### config.mk
export PLATFORM = sky130hd
export DESIGN_NAME = fp16_result_serializer
export DESIGN_NICKNAME = d
export VERILOG_FILES = /design/src/rtl/fp16_pkg.sv /design/src/rtl/sync_fifo.sv /design/src/rtl/fp16_result_serializer.sv
export SDC_FILE = /design/constraint.sdc
export NUM_CORES = 1
export LEC_CHECK = 0
export CAP_MARGIN = 20
export CORE_MARGIN = 2
export CORE_UTILIZATION = 50
export DETAILED_ROUTE_END_ITERATION = 12
export PLACE_DENSITY_LB_ADDON = 0.15
export SYNTH_ARGS = -nofsm -noshare
export SYNTH_HDL_FRONTEND = slang
export SYNTH_SLANG_ARGS = --single-unit
### constraint.sdc
create_clock -name clk -period 2.3 [get_ports clk]
set_clock_uncertainty 0.2 [all_clocks]
set_input_delay 0.46 -clock clk [delete_from_list [all_inputs] [get_ports clk]]
set_output_delay 0.46 -clock clk [all_outputs]
set_load 0.05 [all_outputs]
### src/rtl/fp16_pkg.sv
`default_nettype none
// ============================================================================
// Module      : fp16_pkg
// Description : Shared FP16 field layout, exception-flag bit positions,
//               FIFO entry format and serializer state encoding.
// Revision    : 1.0 - initial release
// ============================================================================
package fp16_pkg;

    // FP16 layout {sign, exp, mant}
    localparam int SIGN_BIT = 15;
    localparam int EXP_W    = 5;
    localparam int MANT_W   = 10;
    localparam int FP16_W   = SIGN_BIT + 1;
    localparam int FLAGS_W  = 4;

    // Exception flag bit indices inside the 4-bit flag vector
    localparam int FLG_ZERO = 0;
    localparam int FLG_UNF  = 1;
    localparam int FLG_OVF  = 2;
    localparam int FLG_NAN  = 3;

    // One buffered product: flags travel with the data they describe
    typedef struct packed {
        logic [FLAGS_W-1:0] flags;
        logic               sign;
        logic [EXP_W-1:0]   exp;
        logic [MANT_W-1:0]  mant;
    } entry_t;

    localparam int ENTRY_W = $bits(entry_t);

    // Serializer states, explicit 2-bit encoding
    typedef enum logic [1:0] {
        ST_IDLE     = 2'd0,
        ST_SEND_FLG = 2'd1,
        ST_SEND_LO  = 2'd2,
        ST_SEND_HI  = 2'd3
    } ser_state_t;

    // Reassemble the raw 16-bit product from an entry
    function automatic logic [FP16_W-1:0] entry_data(input entry_t e);
        return {e.sign, e.exp, e.mant};
    endfunction

    // Status byte: upper nibble zero, flags in their native bit positions
    function automatic logic [7:0] status_byte(input entry_t e);
        return {4'b0000, e.flags[FLG_NAN], e.flags[FLG_OVF],
                e.flags[FLG_UNF], e.flags[FLG_ZERO]};
    endfunction

endpackage
`default_nettype wire

### src/rtl/sync_fifo.sv
`default_nettype none
// ============================================================================
// Module      : sync_fifo
// Description : Single-clock FIFO with registered full/empty flags and an
//               occupancy count. Push when full and pop when empty are
//               ignored. DEPTH must be a power of two, at least 2.
// Revision    : 1.0 - initial release
// ============================================================================
module sync_fifo #(
    parameter int WIDTH = 20,
    parameter int DEPTH = 2
) (
    input  logic                   clk,
    input  logic                   rst,
    input  logic                   i_push,
    input  logic [WIDTH-1:0]       i_wdata,
    input  logic                   i_pop,
    output logic [WIDTH-1:0]       o_rdata,
    output logic                   o_full,
    output logic                   o_empty,
    output logic [$clog2(DEPTH):0] o_count
);

    localparam int c_ptr_w = $clog2(DEPTH);
    localparam int c_cnt_w = c_ptr_w + 1;
    localparam logic [c_cnt_w-1:0] c_depth = c_cnt_w'(DEPTH);

    logic [WIDTH-1:0]   r_mem [DEPTH];
    logic [c_ptr_w-1:0] r_wr_ptr;
    logic [c_ptr_w-1:0] r_rd_ptr;
    logic [c_cnt_w-1:0] r_count;
    logic [c_cnt_w-1:0] w_count_next;
    logic               r_full;
    logic               r_empty;
    logic               w_do_push;
    logic               w_do_pop;

    assign w_do_push = i_push && !r_full;
    assign w_do_pop  = i_pop  && !r_empty;

    assign o_rdata = r_mem[r_rd_ptr];
    assign o_full  = r_full;
    assign o_empty = r_empty;
    assign o_count = r_count;

    // Occupancy after this cycle's push/pop; simultaneous push+pop holds it
    always_comb begin
        w_count_next = r_count;
        case ({w_do_push, w_do_pop})
            2'b10:   w_count_next = r_count + c_cnt_w'(1);
            2'b01:   w_count_next = r_count - c_cnt_w'(1);
            default: w_count_next = r_count;
        endcase
    end

    // Storage array, written only on an accepted push (no reset needed)
    always_ff @(posedge clk) begin
        if (w_do_push) begin
            r_mem[r_wr_ptr] <= i_wdata;
        end
    end

    // Pointers, count and flags; pointers wrap naturally at DEPTH
    always_ff @(posedge clk) begin
        if (rst) begin
            r_wr_ptr <= '0;
            r_rd_ptr <= '0;
            r_count  <= '0;
            r_full   <= 1'b0;
            r_empty  <= 1'b1;
        end else begin
            if (w_do_push) begin
                r_wr_ptr <= r_wr_ptr + c_ptr_w'(1);
            end
            if (w_do_pop) begin
                r_rd_ptr <= r_rd_ptr + c_ptr_w'(1);
            end
            r_count <= w_count_next;
            r_full  <= (w_count_next == c_depth);
            r_empty <= (w_count_next == '0);
        end
    end

endmodule
`default_nettype wire

### src/rtl/fp16_result_serializer.sv
`default_nettype none
// ============================================================================
// Module      : fp16_result_serializer
// Description : Buffers FP16 products with their exception flags and emits
//               each one byte-serially: optional status byte, low byte,
//               then high byte (tagged out_last). Entries are released only
//               once their final byte is accepted.
// Revision    : 1.0 - initial release
// ============================================================================
module fp16_result_serializer
    import fp16_pkg::*;
#(
    parameter int DEPTH      = 2,
    parameter bit EMIT_FLAGS = 1'b0
) (
    input  logic              clk,
    input  logic              rst,
    input  logic              in_valid,
    output logic              in_ready,
    input  logic [FP16_W-1:0] in_data,
    input  logic [3:0]        in_flags,
    output logic [7:0]        out_byte,
    output logic              out_valid,
    output logic              out_last,
    input  logic              out_ready,
    output logic              busy
);

    localparam int c_cnt_w = $clog2(DEPTH) + 1;
    localparam logic [c_cnt_w-1:0] c_one = c_cnt_w'(1);
    // First state of every word depends on whether a status byte leads it
    localparam ser_state_t c_first_state = EMIT_FLAGS ? ST_SEND_FLG : ST_SEND_LO;

    entry_t             w_wr_entry;
    entry_t             w_head;
    logic [FP16_W-1:0]  w_head_data;
    logic               w_full;
    logic               w_empty;
    logic               w_push;
    logic               w_pop;
    logic [c_cnt_w-1:0] w_count;
    ser_state_t         r_state;
    ser_state_t         w_state_next;

    assign w_wr_entry  = entry_t'({in_flags, in_data});
    assign w_head_data = entry_data(w_head);

    // in_ready comes straight from the FIFO's registered full flag, so
    // out_ready never reaches it combinationally
    assign in_ready = !w_full;
    assign w_push   = in_valid && !w_full;
    assign busy     = !w_empty || (r_state != ST_IDLE);

    sync_fifo #(
        .WIDTH (ENTRY_W),
        .DEPTH (DEPTH)
    ) u_fifo (
        .clk     (clk),
        .rst     (rst),
        .i_push  (w_push),
        .i_wdata (w_wr_entry),
        .i_pop   (w_pop),
        .o_rdata (w_head),
        .o_full  (w_full),
        .o_empty (w_empty),
        .o_count (w_count)
    );

    // State register; reset abandons any word in flight
    always_ff @(posedge clk) begin
        if (rst) begin
            r_state <= ST_IDLE;
        end else begin
            r_state <= w_state_next;
        end
    end

    // Next-state logic and byte mux; outputs depend only on state and the
    // FIFO head, so they hold while the consumer stalls
    always_comb begin
        w_state_next = r_state;
        w_pop        = 1'b0;
        out_valid    = 1'b0;
        out_last     = 1'b0;
        out_byte     = 8'h00;
        case (r_state)
            ST_IDLE: begin
                // A push this cycle lands in the FIFO at the same edge we
                // leave IDLE, giving one cycle of push-to-output latency
                if (!w_empty || w_push) begin
                    w_state_next = c_first_state;
                end
            end
            ST_SEND_FLG: begin
                out_valid = 1'b1;
                out_byte  = status_byte(w_head);
                if (out_ready) begin
                    w_state_next = ST_SEND_LO;
                end
            end
            ST_SEND_LO: begin
                out_valid = 1'b1;
                out_byte  = w_head_data[7:0];
                if (out_ready) begin
                    w_state_next = ST_SEND_HI;
                end
            end
            ST_SEND_HI: begin
                out_valid = 1'b1;
                out_last  = 1'b1;
                out_byte  = w_head_data[15:8];
                if (out_ready) begin
                    w_pop = 1'b1;
                    // Another entry remains if more than the head is stored
                    // or one is arriving now; continue without an idle gap
                    if ((w_count > c_one) || w_push) begin
                        w_state_next = c_first_state;
                    end else begin
                        w_state_next = ST_IDLE;
                    end
                end
            end
            default: begin
                w_state_next = ST_IDLE;
            end
        endcase
    end

endmodule
`default_nettype wire

## Word-level counts from Yosys, hierarchy flattened

Memories as Yosys holds them, arrays and structs flattened. A register that Yosys moved wholly into a read port is not among the register bits.
Index checks and enable logic that the tools add are counted.

| word-level totals | value |
|---|---|
| register bits | 8 |
| memories | 1 |
| output and inout bits | 12 |
| bits in writable memories | 40 |

| cells by class | value |
|---|---|
| magnitude comparators | 1 |
| $add $sub $neg | 4 |
| mux-type cells | 16 |
| eq/ne operators | 10 |
| reduce and logical (&&, ||, !) cells | 13 |

Memory list:

| memory | words | bits a word | read ports | clocked after memory_dff | write ports | RTL line | source |
|---|---|---|---|---|---|---|---|
| u_fifo.r_mem | 2 | 20 | 1 | 1 | 1 | sync_fifo.sv:28 | `logic [WIDTH-1:0] r_mem [DEPTH];` |

Operators with widths:

| cell | number |
|---|---|
| $pmux 8 s3 | 1 |
| $mux 2 | 5 |
| $eq 2x2->1 const B | 4 |
| $mux 1 | 8 |
| $ne 2x2->1 const B | 4 |
| $pmux 2 s4 | 1 |
| $eq 2x1->1 const B | 2 |
| $logic_not 2->1 | 2 |
| $pmux 2 s2 | 1 |
| $reduce_and 4->1 | 1 |
| $logic_and 1x1->1 | 3 |
| $logic_or 1x1->1 | 3 |
| $reduce_or 3->1 | 1 |
| $add 1x1->1 const B | 2 |
| $add 2x1->2 const B | 1 |
| $gt 2x1->1 const B | 1 |
| $logic_not 1->1 | 2 |
| $reduce_bool 2->1 | 1 |
| $sub 2x1->2 const B | 1 |

## Logic depth before layout (Yosys ltp)

| depth | value |
|---|---|
| depth after elaboration | 6 |
| mapped depth | 8 |
| gate-level depth less buffers | 7 |

## Modules after synthesis

Synthesis repeated with hierarchy kept, for this count alone.

| unflattened totals | value |
|---|---|
| cell total of the unflattened synthesis | 129 |
| area total of the unflattened synthesis | 2004.4 µm² |

By module, submodules not included:

| module | area an instance (µm²) | cells an instance | sequential area each (µm²) | times used |
|---|---|---|---|---|
| sync_fifo | 1722.9 | 93 | 1341.3 | 1 |
| fp16_result_serializer | 281.5 | 36 | 40.0 | 1 |

## Worst setup path after synthesis

OpenSTA, ideal clock, no wires.

| path | value |
|---|---|
| path kind | reg2out |
| start point | reg r_state[0] |
| end point | out out_byte[1] |
| slack | 0.026 ns |
| data required time | 1.640 ns |
| arrival time | 1.614 ns |
| cell stages (with the launch flop) | 6 |
| cells stage by stage | dfxtp_1 -> buf_4 -> nor2b_1 -> buf_2 -> a22oi_1 -> a21oi_1 |

| between the ends | value |
|---|---|
| word-level cells in the longest chain between the ends | 2 |
| elaborated cells between the ends (all ways) | 4 |

RTL lines:

| element | RTL line | source |
|---|---|---|
| start, declared | fp16_result_serializer.sv:42 | `ser_state_t r_state;` |
| start signal, assigned | fp16_result_serializer.sv:74 | `r_state <= w_state_next;` |
| $eq 2x2->1 or $eq 2x1->1 (tied branches) | fp16_result_serializer.sv:86 | `case (r_state)` |
| $pmux 8 s3 (*) | fp16_result_serializer.sv:86 |  |
| end, declared | fp16_result_serializer.sv:22 | `output logic [7:0] out_byte,` |

Every way passes the cells marked *; elsewhere a longest branch is shown, timed or not.

## Worst setup path in the final report

| path | value |
|---|---|
| start point | reg r_state[0] |
| end point | out out_byte[3] |

Same word-level chain as after synthesis.

==> results_dict.tcl <==
set metrics [dict create \
    setup_viol 0 \
    synth_top_family_by_area "multiplexers" \
    synth_top_cell_by_area "edfxtp_1" \
    final_max_slew_viol_count 0 \
    status "finished clean" \
    synth_area_leaders "edfxtp_1, dfxtp_1, mux2_2" \
    dp_hpwl_um 2388 \
    cts_max_level 2 \
    dp_cells 211 \
    dieArea_mm2 0.004457 \
    die_x_um 66.76 \
    clock_latency_ns 0.30 \
    ctsHoldBuffers 0 \
    place_area_mm2 0.002506 \
    synth_xor_area_share_pct 0.8895 \
    synth_simple_gate_area_share_pct 6.480 \
    routed_wl_um 3622 \
    dr.pass1.iters 4 \
    powerDensity_mw_per_mm2 781.7 \
    synth-seq-cells 49 \
    fin_crit_sh_pct 99.16 \
    drv_cap 0 \
    clkTransAtPathRegs_ns 0.08 \
    path_class "reg2out" \
    synth_compound_area_share_pct 6.417 \
    instances_no_fill 220 \
    antenna_found_initial 0 \
    seq_area_mm2 0.001389 \
    grt_first_pass_wirelength_um 5623 \
    fin_area_mm2 0.002703 \
    drive_gt1_share_pct 32.56 \
    syn_to_final_growth_pct 37.23 \
    relSlewSlack_pct 67.17 \
    ys_types 29 \
    cts_tree "done" \
    global_route.overflow_total 0 \
    rows 22 \
    num_antenna_cells 0 \
    path_cells "buf_6 > mux2_4 > a221oi_4 > a21oi_2 > buf_12" \
    drt_iter0_drc 68 \
    finish.utilization_pct 72.73 \
    vias 1202 \
    mostFrequentLayoutCell "edfxtp_1" \
    cts-buffers-inserted 5 \
    grt_usage_pct 17.96 \
    fmax_ghz 0.4385 \
    layout_common_cells "edfxtp_1, clkdlybuf4s50_1, buf_4, buf_12, mux2_2" \
    place.port_buffers 35 \
    boundaryPins 36 \
    tightestPinTransition_ns 0.4910 \
    crit_required_ns 1.64 \
    ys_warn_count 0 \
    nNetsFinal 198 \
    initial_core_util_pct 53.00 \
    critPathSlowestCell "dfxtp_4" \
    avgSynthCellArea_um2 16.01 \
    grt_max_degree 21 \
    seq_area_frac_synth_pct 70.14 \
    clock_sinks 49 \
    die_h_um 66.76 \
    cts-root-buf "clkbuf_8" \
    rsz0062_at_grt "true" \
    hold_viol_final 0 \
    p_leak_uw 0.0009743 \
    cp_top_family "flip-flops" \
    critPathArrivalTime_ns 1.62 \
    clock_path_buffers 2 \
    detail_route.drc_violations 0 \
    path_buf_inv 2 \
    postSynthCellCount 123 \
    n_fill_cell 243 \
    antenna_left 0 \
    peakVddDrop_v 0.0004380 \
    finalPower_uw 2113 \
    synth_nets 150 \
    viasPerCell 5.464 \
    wl_per_cell_um 16.46 \
    yosysTopAreaCellShare_pct 60.99 \
    multi_input_area_um2 591.8 \
    gp_congestion 0.8811 \
    max_stage_delay_ns 0.40 \
    muxShareOfSynthArea_pct 10.61 \
    synthesis.area_mm2 0.001969 \
    cp_max_fo 6 \
    startpoint_type "register" \
    yosys.area_share.adder_pct 1.906 \
    hold_path_class "reg2reg" \
    grt_pass1_vias 1182 \
    endpoint_kind "output port" \
    core_mm2 0.003716 \
    period_needed_ns 2.281 \
]
-- report_power, final --
part	total (uW)	leakage (uW)	switching (uW)	internal (uW)
Combinational	471	0.000472	247	224
Clock	582	0.0000528	261	321
Sequential	1060	0.000449	27.0	1030
-- area by class of cell --
type / count / area share [%]
Clock buffer: 6 / 2.685
Tap cell: 48 / 2.222
Inverter: 7 / 0.9722
Multi-Input combinational cell: 61 / 21.90
Clock inverter: 2 / 1.250
Timing Repair Buffer: 47 / 19.58
Sequential cell: 49 / 51.39
-- worst reg2reg max path, cell delays in order (launching register included) --
cell and delay [ns]:
dfxtp_4 0.40, buf_4 0.20, nand4b_1 0.15, ha_1 0.36
o21bai_1 0.18, o21ai_0 0.30, a21oi_1 0.13
-- final timing paths --
path / slack, ns / end / start / cells after the start
max: 0.02 / out_byte[3] / r_state[0] / 5
min: 0.31 / register / u_fifo.r_rd_ptr / 2
max reg2reg: 0.25 / u_fifo.o_empty / r_state[0] / 6
min reg2reg: 0.31 / register / u_fifo.r_rd_ptr / 2
-- logic make-up after synthesis --
kind of cell	after synthesis
DFF	49
muxes	14
and+or+nand+nor	24
buffers and inverters	13
xor gates and xnor gates	2
AOI/OAI and AO/OA	18
adders and majority gates	3
-- state kept, by name, summed over array words and instances, names as in the netlist, named ones only --
signal	cells
u_fifo.o_empty	1
u_fifo.o_full	1
u_fifo.r_mem	40
u_fifo.o_count	1
u_fifo.r_rd_ptr	1
u_fifo.r_wr_ptr	1
r_state	2
-- layer usage --
metal / vias up / share of wire [%] / GRT usage, % / wire length (um)
li1: 561 / - / - / -
met1: 594 / 41 / 21.45 / 1473
met4: 0 / 1.4 / 5.357 / 51
met2: 40 / 52 / 31.13 / 1880
met5: - / 0 / 0 / 0
met3: 7 / 6.0 / 5.574 / 217
-- metrics by stage --
step | setup WS (ns) | hold slack, ns | setup TNS (ns)
3_3_place_gp | 0.07865 | 0.2957 | 0
2_1_floorplan | 0.02566 | 0.2725 | 0
5_1_grt | -0.04467 | 0.3482 | -0.05357
3_5_place_dp | -0.03719 | 0.2937 | -0.06647
4_1_cts | 0.0008554 | 0.3119 | 0
6_report | 0.01937 | 0.3083 | 0
-- synthesized netlist by cell type --
| cell type | instances |
|---|---|
| a211oi_1 | 1 |
| a21oi_1 | 5 |
| a221oi_1 | 4 |
| a22oi_1 | 4 |
| and2_1 | 7 |
| buf_2 | 2 |
| buf_4 | 1 |
| buf_6 | 2 |
| clkbuf_1 | 1 |
| dfxtp_1 | 9 |
| edfxtp_1 | 40 |
| ha_1 | 3 |
| inv_1 | 7 |
| mux2_2 | 9 |
| mux2i_1 | 1 |
| mux4_1 | 2 |
| mux4_2 | 2 |
| nand2_1 | 4 |
| nand4b_1 | 1 |
| nor2_1 | 6 |
| nor2b_1 | 4 |
| nor3_1 | 1 |
| nor3b_1 | 1 |
| o211ai_1 | 1 |
| o21ai_0 | 1 |
| o21bai_1 | 1 |
| o32ai_1 | 1 |
| xnor2_1 | 1 |
| xor2_1 | 1 |
-- what timing repair did --
item	in CTS	in global routing
gates resized for setup	10	11
pin swaps	1	3
setup endpoints to repair	8	6
buffers inserted	1	0
Power figures use the tool's default switching activity.
